[config.mk]
export PLATFORM = sky130hd
export DESIGN_NAME = seq_divider
export DESIGN_NICKNAME = d
export VERILOG_FILES = /design/src/rtl/seq_divider_pkg.sv /design/src/rtl/seq_divider_addsub_w.sv /design/src/rtl/seq_divider.sv
export SDC_FILE = /design/constraint.sdc
export NUM_CORES = 1
export LEC_CHECK = 0
export ABC_AREA = 1
export CORE_MARGIN = 2
export CORE_UTILIZATION = 52
export CTS_BUF_LIST = sky130_fd_sc_hd__clkbuf_16
export DETAILED_ROUTE_END_ITERATION = 8
export PLACE_DENSITY = 0.75
export SETUP_SLACK_MARGIN = 0.2
export SLEW_MARGIN = 15
export SYNTH_ARGS = -nofsm -noshare
export SYNTH_HDL_FRONTEND = slang
export SYNTH_SLANG_ARGS = --single-unit
[constraint.sdc]
create_clock -name clk -period 2.55 [get_ports clk]
set_input_delay 0.3825 -clock clk [delete_from_list [all_inputs] [get_ports clk]]
set_output_delay 0.3825 -clock clk [all_outputs]
set_load 0.05 [all_outputs]
[src/rtl/seq_divider_pkg.sv]
// Shared types and constants for the sequential divider (state encoding, default width,
// divide-by-zero quotient). Signed operation is selected with the DIV_SIGNED_EN macro in seq_divider.
package div_pkg;

    localparam int DEF_WIDTH = 4;

    // Truncated to the operand width at the point of use.
    localparam logic [31:0] DBZ_QUOTIENT = '1;

    typedef enum logic [1:0] {
        IDLE,
        RUN,
        DONE
    } state_t;

endpackage

[src/rtl/seq_divider_addsub_w.sv]
// Parameterized ripple-carry adder/subtractor built from full adders.
// m=1 subtracts (b inverted, carry-in forced to 1); cout=1 then means "no borrow".
module full_adder (
    input  logic a,
    input  logic b,
    input  logic cin,
    output logic s,
    output logic cout
);
    assign s    = a ^ b ^ cin;
    assign cout = (a & b) | (cin & (a ^ b));
endmodule

module addsub_w #(
    parameter int N = 5
) (
    input  logic [N-1:0] a,
    input  logic [N-1:0] b,
    input  logic         m,
    output logic [N-1:0] sum,
    output logic         cout
);
    logic [N:0] carry;

    assign carry[0] = m;

    generate
        for (genvar gi = 0; gi < N; gi++) begin : g_bit
            full_adder u_fa (
                .a    (a[gi]),
                .b    (b[gi] ^ m),
                .cin  (carry[gi]),
                .s    (sum[gi]),
                .cout (carry[gi+1])
            );
        end
    endgenerate

    assign cout = carry[N];
endmodule

[src/rtl/seq_divider.sv]
// Sequential restoring divider, one quotient bit per clock through a shared add/sub unit.
// Define DIV_SIGNED_EN for two's-complement operands (sign fix-up applied on entry to DONE).
module seq_divider
    import div_pkg::*;
#(
    parameter int WIDTH = DEF_WIDTH
) (
    input  logic             clk,
    input  logic             rst_n,
    input  logic             start,
    input  logic [WIDTH-1:0] dividend,
    input  logic [WIDTH-1:0] divisor,
    output logic             busy,
    output logic             done,
    output logic [WIDTH-1:0] quotient,
    output logic [WIDTH-1:0] remainder,
    output logic             div_by_zero
);
    localparam int CW = $clog2(WIDTH);

    state_t           state_reg, state_next;
    logic [WIDTH-1:0] q_reg;
    logic [WIDTH:0]   r_reg;
    logic [WIDTH:0]   d_reg;
    logic [CW-1:0]    count_reg;

    logic             accept, dbz_start, last_iter;
    logic [WIDTH:0]   r_shift, t_diff, r_iter;
    logic [WIDTH-1:0] q_iter, dd_mag, dv_mag, q_fix, r_fix;
    logic             no_borrow;

    assign accept    = (state_reg != RUN) && start;
    assign dbz_start = accept && (divisor == '0);
    assign last_iter = (state_reg == RUN) && (count_reg == '0);

    // R_shifted: {R,Q} << 1 contributes Q's msb into R's lsb.
    assign r_shift = (r_reg << 1) | {{WIDTH{1'b0}}, q_reg[WIDTH-1]};

    addsub_w #(.N(WIDTH + 1)) u_addsub (
        .a    (r_shift),
        .b    (d_reg),
        .m    (1'b1),
        .sum  (t_diff),
        .cout (no_borrow)
    );

    assign q_iter = {q_reg[WIDTH-2:0], no_borrow};
    assign r_iter = no_borrow ? t_diff : r_shift;

`ifdef DIV_SIGNED_EN
    logic neg_q_reg, neg_r_reg;

    assign dd_mag = dividend[WIDTH-1] ? -dividend : dividend;
    assign dv_mag = divisor[WIDTH-1]  ? -divisor  : divisor;
    // Magnitude of most-negative fits unsigned, so -MIN/-1 wraps back to MIN naturally.
    assign q_fix  = neg_q_reg ? -q_iter : q_iter;
    assign r_fix  = neg_r_reg ? -r_iter[WIDTH-1:0] : r_iter[WIDTH-1:0];

    always_ff @(posedge clk or negedge rst_n) begin
        if (!rst_n) begin
            neg_q_reg <= 1'b0;
            neg_r_reg <= 1'b0;
        end else if (accept && !dbz_start) begin
            neg_q_reg <= dividend[WIDTH-1] ^ divisor[WIDTH-1];
            neg_r_reg <= dividend[WIDTH-1];
        end
    end
`else
    assign dd_mag = dividend;
    assign dv_mag = divisor;
    assign q_fix  = q_iter;
    assign r_fix  = r_iter[WIDTH-1:0];
`endif

    always_comb begin
        state_next = state_reg;
        case (state_reg)
            IDLE, DONE: begin
                if (accept) state_next = dbz_start ? DONE : RUN;
                else        state_next = IDLE;
            end
            RUN: begin
                if (count_reg == '0) state_next = DONE;
            end
            default: state_next = IDLE;
        endcase
    end

    always_ff @(posedge clk or negedge rst_n) begin
        if (!rst_n) begin
            state_reg <= IDLE;
            q_reg     <= '0;
            r_reg     <= '0;
            d_reg     <= '0;
            count_reg <= '0;
        end else begin
            state_reg <= state_next;
            if (accept && !dbz_start) begin
                q_reg     <= dd_mag;
                r_reg     <= '0;
                d_reg     <= {1'b0, dv_mag};
                count_reg <= CW'(WIDTH - 1);
            end else if (state_reg == RUN) begin
                q_reg     <= q_iter;
                r_reg     <= r_iter;
                count_reg <= count_reg - 1'b1;
            end
        end
    end

    // Result registers only move on entry to DONE.
    always_ff @(posedge clk or negedge rst_n) begin
        if (!rst_n) begin
            quotient    <= '0;
            remainder   <= '0;
            div_by_zero <= 1'b0;
        end else if (dbz_start) begin
            quotient    <= DBZ_QUOTIENT[WIDTH-1:0];
            remainder   <= dividend;
            div_by_zero <= 1'b1;
        end else if (last_iter) begin
            quotient    <= q_fix;
            remainder   <= r_fix;
            div_by_zero <= 1'b0;
        end
    end

    assign busy = (state_reg == RUN);
    assign done = (state_reg == DONE);

endmodule

==> results of run 1 <==
==> logic make-up (layout without fill, tap and decap cells) <==
logic type	after synthesis	in the layout	synth area share (%)
simple gates	84	84	28.6
flops	25	25	47.6
fa+ha+maj	5	5	6.47
buf+inv	29	54	8.37
compound gates	19	19	8.94
==> power by group <==
group / internal [mW] / total (mW) / switching [mW]
logic: 0.506 / 1.43 / 0.928
clock network: 0.211 / 0.350 / 0.139
registers: 0.597 / 0.731 / 0.134
total: 1.31 / 2.52 / 1.20
==> final cells by class <==
type / count / share of cell area, %
sequential: 25 / 37.9
multi-input combinational: 108 / 35.5
timing repair buffer: 22 / 13.2
inverter: 28 / 6.36
clock buffer: 3 / 4.54
tap: 30 / 2.27
clock inverter: 1 / 0.303
==> metrics by stage <==
stage	hold slack [ns]	worst slack [ns]	area, um^2	total power [mW]
after floorplan	0.0869	0.427	1320	1.75
after global placement	0.464	0.333	1570	2.09
after detailed placement	0.466	0.267	1570	2.15
after CTS	0.483	0.258	1650	2.50
after global routing	0.494	0.222	1650	2.72
final	0.484	0.274	1650	2.52
==> per-layer routing <==
layer | up-vias | global-route usage [%] | routed length, um
met5 | - | 0 | 0
met4 | 0 | 10.0 | 59
met3 | 7 | 2.73 | 79
li1 | 550 | - | -
met1 | 527 | 29.5 | 1260
met2 | 23 | 32.1 | 1310
==> worst max-delay path by stage <==
stage / from / endpoint / cells after the start
finish: state_reg[0]$_DFFE_PN0P_ / busy / 3
global route: d_reg[0]$_DFFE_PN0P_ / remainder[2]$_DFFE_PN0P_ / 12
CTS: d_reg[0]$_DFFE_PN0P_ / remainder[2]$_DFFE_PN0P_ / 12
detailed placement: d_reg[0]$_DFFE_PN0P_ / remainder[2]$_DFFE_PN0P_ / 12
global placement: d_reg[0]$_DFFE_PN0P_ / remainder[3]$_DFFE_PN0P_ / 12
floorplan: d_reg[0]$_DFFE_PN0P_ / remainder[0]$_DFFE_PN0P_ / 12
==> cell usage in the layout, fill, tap and decap left out, drive strengths merged <==
cell type / Yosys / routed
fa: 3 / 3
ha: 2 / 2
o211ai: 1 / 1
buf: 1 / 1
nor2: 7 / 7
o22ai: 5 / 5
nand2: 69 / 69
a21boi: 1 / 1
clkinv: 0 / 1
o21ai: 11 / 11
dfrtp: 25 / 25
nand3: 8 / 8
inv: 28 / 28
clkdlybuf4s50: 0 / 21
clkbuf: 0 / 3
a21oi: 1 / 1
==> results by group, run 1 <==
Status
  – Outcome: complete, no violations

Yosys
  – Post-synth ARST share: 100%
  – Synth Net Count: 178
  – Post-synth top cells: nand2_1, dfrtp_1, inv_1, nand3_1, o21ai_1
  – Top cells by area, synth: dfrtp_1, nand2_1, inv_1, fa_1, nand3_1
  – Avg Inst Size Synth: 8.12 um^2
  – Synth Warn #: 0
  – Synth cell types: 19
  – Flops & latches, synth: 25
  – Most used DFF post-synth: dfrtp_1
  – Synth Instances: 162
  – Most frequent cell after synthesis: nand2_1
  – Mapped Area: 1320 um^2
  – Sequential share of the synthesized area: 47.6%
  – EDFF count, synth: 0
  – Area leader, netlist: dfrtp_1
  – Top-area cell type share of the netlist area: 47.6%

Detailed routing
  – Vias per cell: 5.10
  – Via count: 1107
  – Iteration-0 DRC count of the detailed router: 11
  – DR pass1 iterations: 4
  – Final wirelength: 2710 um
  – ANT nets after route: 0
  – Post-route DRC: 0
  – DR WL/cell: 12.5 um

Timing
  – Max frequency: approximately 440 MHz
  – Fin Setup TNS: 0 ns
  – Final setup fails: 0
  – Tcrit/Tclk final: 89.2%
  – Worst-margin pin slew: roughly 0.51 ns
  – Tmin final: 2.28 ns
  – RSZ-0062 raised after global routing: no
  – Final Hold Fails: 0
  – Final Max Tran Viols: 0
  – Clock Skew: 0.00495 ns
  – Worst slew margin: 66.1%

Clocking
  – Clock transition at path regs: 0.07 ns
  – Sink Count: 25
  – CTS tree: yes
  – Clk root buf: clkbuf_16
  – TritonCTS Buffers: 3
  – Skew-Pair Late Insertion Delay: 0.26 ns
  – Hold Buf Count CTS: 0
  – # Post-CTS Setup Buffers: 0
  – Clock tree buffer depth: 2
  – H-Tree Depth: 1
  – Resized Gates After CTS: 0

Layout
  – Final Instance Count excl. Fillers: 217
  – Area Overhead vs Synth: 25.7%
  – Reg area: 626 um^2
  – Layout cells sized above 1: 12.3%
  – FILL cells: roughly 210
  – Final Core Density: 68.0%
  – Antenna cells: 0
  – Multi-input gate area: around 600 um^2
  – Nets: 204

Flow run
  – Max_cap viols: 0

Global routing
  – Total gr overflow: 0
  – Largest net degree at the start of global routing: 26
  – First-pass GRT wire length: between 4000 and 5000 um
  – Vias in the first global route: 985
  – Initial antenna violation count: 0
  – Gr usage total: 21.0%

Power and ir drop
  – PD cells: 1520 nW/um^2
  – P_leak: 0.863 nW
  – Worst vdd ir: 1050 uV

Floorplan
  – Initial core utilization: 54.1%
  – Num ports: 22
  – Die Wd: roughly 54 um
  – FP Rows: 18
  – Core Area: 2430 um^2
  – Die ar.: 2950 um^2
  – Chip Height: about 54 um

Critical path
  – Worst path slowest cell: clkdlybuf4s50_1
  – Worst R2R End: remainder[3]$_DFFE_PN0P_
  – Worst r2r path cells: 11
  – Worst setup SP type: flip-flop
  – Setup CP Type: flip-flop to output port
  – Req. time, crit path: approximately 2.2 ns
  – Critical path buffers and inverters: 2
  – Kind of cell adding the most delay to the critical path: buffers and inverters
  – R2r startpoint: d_reg[0]$_DFFE_PN0P_
  – Critical path fanouts, max: 9
  – WP data arrival: roughly 1.9 ns
  – Endpoint class of the critical path: output port
  – Critical path cell sequence: inv_2 -> nor2_8 -> clkdlybuf4s50_1
  – Reg2Reg Setup Slack: 0.36 ns
  – CP peak stage delay: 0.83 ns

Place
  – IO Port Bufs: 21
  – Placer Congestion: 0.914
  – Dpl cells: ~210
  – HPWL after detailed placement: 2070 um

Min path
  – Worst hold path class: input port to asynchronous set/reset pin
No activity file was read; power rests on OpenSTA's default activity.
==> run 2, diff against run 1 <==
Settings changed: CAP_MARGIN from default to 10.
==> results of run 2 <==
Final layout, timing and power as in run 1 (identical DEF).
==> run 3, diff against run 2 <==
Settings changed: CORE_ASPECT_RATIO from default to 1.75, PLACE_DENSITY 0.75 to 0.85.
==> run 3 against run 2 <==
Compared with the run above: final area up 2.6%; largest cell class unchanged; critical path type is now flip-flop to flip-flop; setup slack worse by 0.067 ns; critical endpoint is now remainder[0]$_DFFE_PN0P_; largest power group unchanged; via count grew 2.3%.
==> results by group, run 3 (synthesis gave the netlist of run 1 again) <==
Layout
  – Multi-input gate area: about 630 um^2
  – Most frequent cells in the layout: nand2_1, dfrtp_1, inv_1, clkdlybuf4s50_1
  – Commonest non-fill, non-tap cell in the layout: nand2_1
  – Design Area, Final: 1700 um^2
  – Reg area: between 600 and 700 um^2
  – Antenna cells: 0
  – FILL cells: 172
  – Area Overhead vs Synth: 29.0%
  – Nets: 205
  – Layout cells sized above 1: roughly 18%

Critical path
  – CP peak stage delay: 0.46 ns
  – Worst setup SP type: flip-flop
  – Setup CP Type: flip-flop to flip-flop
  – Critical path fanouts, max: 5
  – Worst path slowest cell: fa_2
  – Endpoint class of the critical path: flip-flop
  – Req. time, crit path: between 2 and 3 ns
  – WP data arrival: 2.49 ns
  – Critical path cell sequence: ha_4 -> inv_2 -> fa_2 -> inv_1 -> fa_2 -> fa_2 -> nand2_4 -> nand2_1 -> nand2_2 -> nand2_1 -> nand3_1 -> nand2_1

Floorplan
  – Die ar.: 2960 um^2
  – Die Wd: about 42 um
  – FP Rows: 24
  – Initial core utilization: 54.1%
  – Chip Height: 70.5 um
  – Core Area: between 2000 and 2500 um^2
  – Num ports: 22

Clocking
  – Skew-Pair Late Insertion Delay: roughly 0.26 ns
  – Clock tree buffer depth: 2
  – Clock transition at path regs: 0.06 ns
  – Hold Buf Count CTS: 0
  – Clk root buf: clkbuf_16
  – TritonCTS Buffers: 3
  – Sink Count: 25
  – H-Tree Depth: 1
  – CTS tree: yes

Place
  – Placer Congestion: 0.971
  – HPWL after detailed placement: 2180 um
  – Placed Area: 1560 um^2
  – IO Port Bufs: 21

Timing
  – Final setup fails: 0
  – Clock Skew: 0.00496 ns
  – Tmin final: 2.34 ns
  – Final Max Tran Viols: 0
  – RSZ-0062 raised after global routing: no
  – Final Hold Fails: 0
  – Fin Setup TNS: 0 ns
  – Worst slew margin: 66.6%
  – Tcrit/Tclk final: between 90% and 100%
  – Worst-margin pin slew: 0.500 ns
  – Max frequency: 427 MHz

Status
  – Outcome: complete, no violations

Detailed routing
  – DR pass1 iterations: 4
  – Highest routed metal layer: met4
  – Met2 WL post-DR: about 1700 um
  – Vias per cell: about 5.3
  – Post-route DRC: 0
  – Iteration-0 DRC count of the detailed router: 39
  – Final wirelength: 3140 um
  – Met3 wire length: around 170 um
  – DR WL/cell: about 15 um
  – M1 WL: 1140 um
  – Via count: 1132
  – ANT nets after route: 0

Global routing
  – First-pass GRT wire length: between 4000 and 5000 um
  – Largest net degree at the start of global routing: 26
  – Gr usage total: 21.8%
  – Initial antenna violation count: 0
  – Vias in the first global route: ~1200
  – Total gr overflow: 0

Flow run
  – Max_cap viols: 0

Min path
  – Worst hold path class: flip-flop to flip-flop

Power and ir drop
  – Worst vdd ir: 867 uV
  – P_leak: 0.881 nW
  – PD cells: roughly 1600 nW/um^2
==> run 3: worst max-delay path: cells and delay by family (launching register included) <==
kind,cells,cell delay (ns)
flip-flops,1,0.44
adder cells (fa/ha/maj),4,1.18
buffers and inverters,2,0.10
AND/OR/NAND/NOR,6,0.52
==> run 3: cell type report <==
class	instances	area share [%]
Clock buffer	3	4.42
Clock inverter	1	0.295
Inverter	28	6.19
Multi-Input combinational cell	108	36.9
Sequential cell	25	36.9
Tap cell	26	1.92
Timing Repair Buffer	23	13.4
==> run 3: report_power, final <==
| part | internal (mW) | leakage (nW) | switching, mW | total [mW] |
|---|---|---|---|---|
| Clock | 0.211 | 0.0409 | 0.137 | 0.349 |
| Sequential | 0.597 | 0.300 | 0.150 | 0.747 |
| Combinational | 0.564 | 0.540 | 1.04 | 1.60 |
| Total | 1.37 | 0.881 | 1.32 | 2.69 |
==> run 3: worst paths after layout <==
| kind | from | end | slack [ns] | cells past startpoint |
|---|---|---|---|---|
| worst max-delay path | d_reg[0]$_DFFE_PN0P_ | remainder[0]$_DFFE_PN0P_ | 0.21 | 12 |
| worst min register to register | quotient[3]$_DFFE_PN0P_ | quotient[3]$_DFFE_PN0P_ | 0.48 | 2 |
| worst min-delay path | quotient[3]$_DFFE_PN0P_ | quotient[3]$_DFFE_PN0P_ | 0.48 | 2 |
| worst max register to register | d_reg[0]$_DFFE_PN0P_ | remainder[0]$_DFFE_PN0P_ | 0.21 | 12 |
| min in group asynchronous | rst_n | r_reg[0]$_DFFE_PN0P_ | 0.49 | 2 |
| max in group asynchronous | rst_n | quotient[0]$_DFFE_PN0P_ | 1.82 | 2 |
==> run 3: metrics by stage <==
stage                     hold slack (ns)  power [mW]  setup slack (ns)  utilization, %  std cells
after floorplan                    0.0869        1.75             0.427               -        162
after global placement              0.462        2.10             0.346            64.1        209
after detailed placement            0.466        2.16             0.222            64.1        209
after CTS                           0.482        2.54             0.201            67.5        213
after global routing                0.500        2.86             0.158            69.8        214
final                               0.477        2.69             0.208            69.8        214
==> run 3: repair_timing <==
item                       CTS  global route
setup endpoints to repair    3             9
setup buffers                0             1
pin swaps                    0             1
resized for setup            1            15
==> run 3: routing by layer <==
metal	vias to the layer above	global-route usage, %
li1	552	-
met1	512	23.1
met2	54	38.5
met3	14	3.10
met4	0	15.3
met5	-	0
==> variant 1: new RTL, flow settings as in run 1 <==
Build with the macro `DIV_SIGNED_EN` defined.
--- a/src/rtl/seq_divider.sv
+++ b/src/rtl/seq_divider.sv
@@ -2,2 +2,4 @@
 // Define DIV_SIGNED_EN for two's-complement operands (sign fix-up applied on entry to DONE).
+`define DIV_SIGNED_EN
+
 module seq_divider
Behaviour: not the same (a bounded check fails within 10 cycles, from zero or initial values and one cycle with rst_n low).
==> variant 1 against run 1 <==
Setup slack got worse by 0.18 ns; design area increased by 21%; sequential cell count increased by 2; highest routed layer unchanged; largest cell class is now multi-input gates; the flow now finishes with violations (DRC); critical path type is now flop to flop; area after synthesis increased by 19%; clock skew increased by 0.00068 ns; wire length increased by 27%.
Power is left out: the tool's default activity adds up to more than one toggle a clock period on the data nets, which glitch-free logic cannot reach.
==> variant 1: results (changes against run 1) <==
| Metric | Value |
|---|---|
| Outcome | `complete, but fails checks (was complete, no violations)` |
| Failing checks | `DRC` |
| Pin count of the biggest net entering global routing | `28 (was 26)` |
| DRC viols | `2 (was 0)` |
| WL met1 | `1570 um (was 1260 um)` |
| Reg2Reg Depth | `16 (was 11)` |
| GR Layer Usage met1 | `0.305 (was 0.295)` |
| Iteration-0 DRC Markers | `48 (was 11)` |
| First-pass GRT wire length | `5850 um (was 4340 um)` |
| Setup crit end kind | `flop (was output port)` |
| Fraction of layout cells with a size suffix above 1 | `0.205 (was 0.123)` |
| Setup WS pre-CTS | `0.00640 ns (was 0.267 ns)` |
| Compound-Gate Fraction of Synth Area | `0.108 (was 0.0894)` |
| Met2 GRT Util | `0.363 (was 0.321)` |
| R2R setup slack | `0.1 ns (was 0.36 ns)` |
| Routed wire length on met3 | `147 um (was 79 um)` |
| Post-DP HPWL | `2470 um (was 2070 um)` |
| Crit path from | `q_reg[3]$_DFFE_PN0P_ (was state_reg[0]$_DFFE_PN0P_)` |
| Nets | `240 (was 204)` |
| Met2 wire len | `1630 um (was 1310 um)` |
| Commonest cells post-synth | `nand2_1, inv_1, dfrtp_1, nand3_1, o21ai_0 (was nand2_1, dfrtp_1, inv_1, nand3_1, o21ai_1)` |
| Seq/Total Area, Yosys | `0.432 (was 0.476)` |
| Syn nets | `209 (was 178)` |
| Post-cts resize count | `15 (was 0)` |
| DRT Pass-1 Iters | `6 (was 4)` |
| Worst Max-Slew Pin Slew | `0.498 ns (was 0.507 ns)` |
| M3 GR Usage | `0.0484 (was 0.0273)` |
| Drt total wl | `3440 um (was 2710 um)` |
| Top post-synthesis cells by area | `dfrtp_1, nand2_1, inv_1, nand3_1, ha_1 (was dfrtp_1, nand2_1, inv_1, fa_1, nand3_1)` |
| Arrival time worst endpoint | `2.60 ns (was 1.89 ns)` |
| GRT Util Overall | `0.227 (was 0.210)` |
| Number of fill cells | `231 (was 214)` |
-- variant 1: changes by cell type in the layout (fill, tap and decap cells not counted), sizes merged, moves of 3 or more --
cell,before,now
inv,28,36
a21oi,1,5
nor2,7,12
nand2,69,50
nand3,8,16
nor3,0,3
ha,2,5
xor2,0,3
o21ai,11,16
buf,1,8
-- variant 1: cell type report --
type | instances | share of cell area
flip-flops and latches | 27 | 0.337
inverters | 36 | 0.0699
well taps | 31 | 0.0194
clock inverters | 1 | 0.00187
multi-input cells | 124 | 0.396
clock buffers | 3 | 0.0375
repair buffers | 29 | 0.139
-- variant 1: critical path, cell delays in order, from the launching register on --
cell and delay (ns):
dfrtp_1 0.39, inv_2 0.08, ha_4 0.12, inv_2 0.03, fa_2 0.32, inv_2 0.06
fa_2 0.18, inv_2 0.04, fa_2 0.37, nor2_4 0.14, nand2_1 0.11, nand2_4 0.11
nand2_2 0.06, nand2_2 0.07, nand2_1 0.09, nand3_2 0.08, nand3_1 0.08
==> variant 2: new RTL, config.mk and constraints of run 1 <==
Without the edit above. Encoding of `state_t`: now one-hot (3 bits for 3 states).
--- a/src/rtl/seq_divider_pkg.sv
+++ b/src/rtl/seq_divider_pkg.sv
@@ -9,6 +9,6 @@
 
-    typedef enum logic [1:0] {
-        IDLE,
-        RUN,
-        DONE
+    typedef enum logic [2:0] {
+        IDLE = 3'b001,
+        RUN  = 3'b010,
+        DONE = 3'b100
     } state_t;
Behaviour: same outputs for any inputs over 10 cycles, from zero or initial values and one cycle with rst_n low; not proved beyond that.
==> variant 2 against run 1 <==
Register-to-register slack lost 0.05 ns; wire length grew 3.1%; design area is 0.98% higher; setup slack better by 0.033 ns; sequential cell count rose by 1; area after synthesis increased by 2.2%; clock skew fell by 0.0018 ns; critical path depth grew 11; largest cell class unchanged.
Power is not compared: it rests on default switching activity, and its combinational part moved more than twofold at a synthesized area within 25%.
==> variant 2: results (changes against run 1) <==
| Metric | Value |
|---|---|
| First-pass GRT wire length | `4580 um (was 4340 um)` |
| DP Area | `1580 um^2 (was 1570 um^2)` |
| Outcome | `complete, no violations (unchanged)` |
| Met2 GRT Util | `0.379 (was 0.321)` |
| Nets | `213 (was 204)` |
| Top post-synthesis cells by area | `dfrtp_1, nand2_1, nand3_1, inv_1, fa_1 (was dfrtp_1, nand2_1, inv_1, fa_1, nand3_1)` |
| Worst Hold Margin | `0.449 ns (was 0.484 ns)` |
| Setup WS pre-CTS | `0.218 ns (was 0.267 ns)` |
| Crit-path slowest cell | `fa_2 (was clkdlybuf4s50_1)` |
| Pin count of the biggest net entering global routing | `17 (was 26)` |
| GR Layer Usage met1 | `0.274 (was 0.295)` |
| Vias per cell | `5.06 (was 5.10)` |
| Crit path from | `q_reg[3]$_DFFE_PN0P_ (was state_reg[0]$_DFFE_PN0P_)` |
| Drt total wl | `2800 um (was 2710 um)` |
| Post-cts resize count | `1 (was 0)` |
| Number of fill cells | `203 (was 214)` |
| Fraction of layout cells with a size suffix above 1 | `0.0867 (was 0.123)` |
| Routability congestion estimate | `0.898 (was 0.914)` |
| Yosys cell types | `20 (was 19)` |
| Cell family with the largest share of critical-path delay | `adder cells (was buffers and inverters)` |
| Vias in the first global route | `1093 (was 985)` |
| GRT Util Overall | `0.220 (was 0.210)` |
| Seq/Total Area, Yosys | `0.485 (was 0.476)` |
| Commonest cells post-synth | `nand2_1, dfrtp_1, inv_1, nand3_1, nor2_1 (was nand2_1, dfrtp_1, inv_1, nand3_1, o21ai_1)` |
| Slew headroom | `0.666 (was 0.661)` |
| Post-DP HPWL | `2120 um (was 2070 um)` |
| DRT Pass-1 Iters | `5 (was 4)` |
| Arrival time worst endpoint | `2.40 ns (was 1.89 ns)` |
| Max incr delay on CP | `0.52 ns (was 0.83 ns)` |
| Reg2Reg Depth | `14 (was 11)` |
## variant 2: layout make-up
type | count | area share
inverter | 23 | 0.0517
timing repair buffer | 22 | 0.132
multi-input combinational | 121 | 0.356
clock inverter | 1 | 0.00225
tap | 30 | 0.0225
clock buffer | 3 | 0.0450
sequential | 26 | 0.391
## variant 2: where the power goes
group / switching, uW / leakage [uW] / internal (uW) / total (uW)
logic: 382 / 0.000538 / 201 / 583
clock network: 139 / 0.0000385 / 210 / 349
registers: 70.9 / 0.000298 / 516 / 587
## variant 2: through the flow
stage          instances  power (uW)
2_1_floorplan        172         993
3_3_place_gp         222        1130
3_5_place_dp         222        1170
4_1_cts              226        1520
5_1_grt              226        1620
6_report             226        1520
## variant 2: cell families after synthesis
group | after synthesis | synth area share
flip-flops | 26 | 0.485
adder cells (fa/ha/maj) | 5 | 0.0633
AO/OA/AOI/OAI | 5 | 0.0214
buffers and inverters | 25 | 0.0782
AND/OR/NAND/NOR | 111 | 0.352
## variant 2: worst register-to-register path: cells and delay by family, from the launching register on
family / cells / cell delay [ns]
adder cells (fa/ha/maj): 4 / 1.19
buffers and inverters: 4 / 0.20
flip-flops: 1 / 0.38
AND/OR/NAND/NOR: 6 / 0.36
## variant 2: per-layer routing
layer  wire length, um  vias to the layer above
met1              1230                      531
met2              1390                       34
li1                  -                      574
met3               143                        5
met5                 0                        -
met4                34                        0
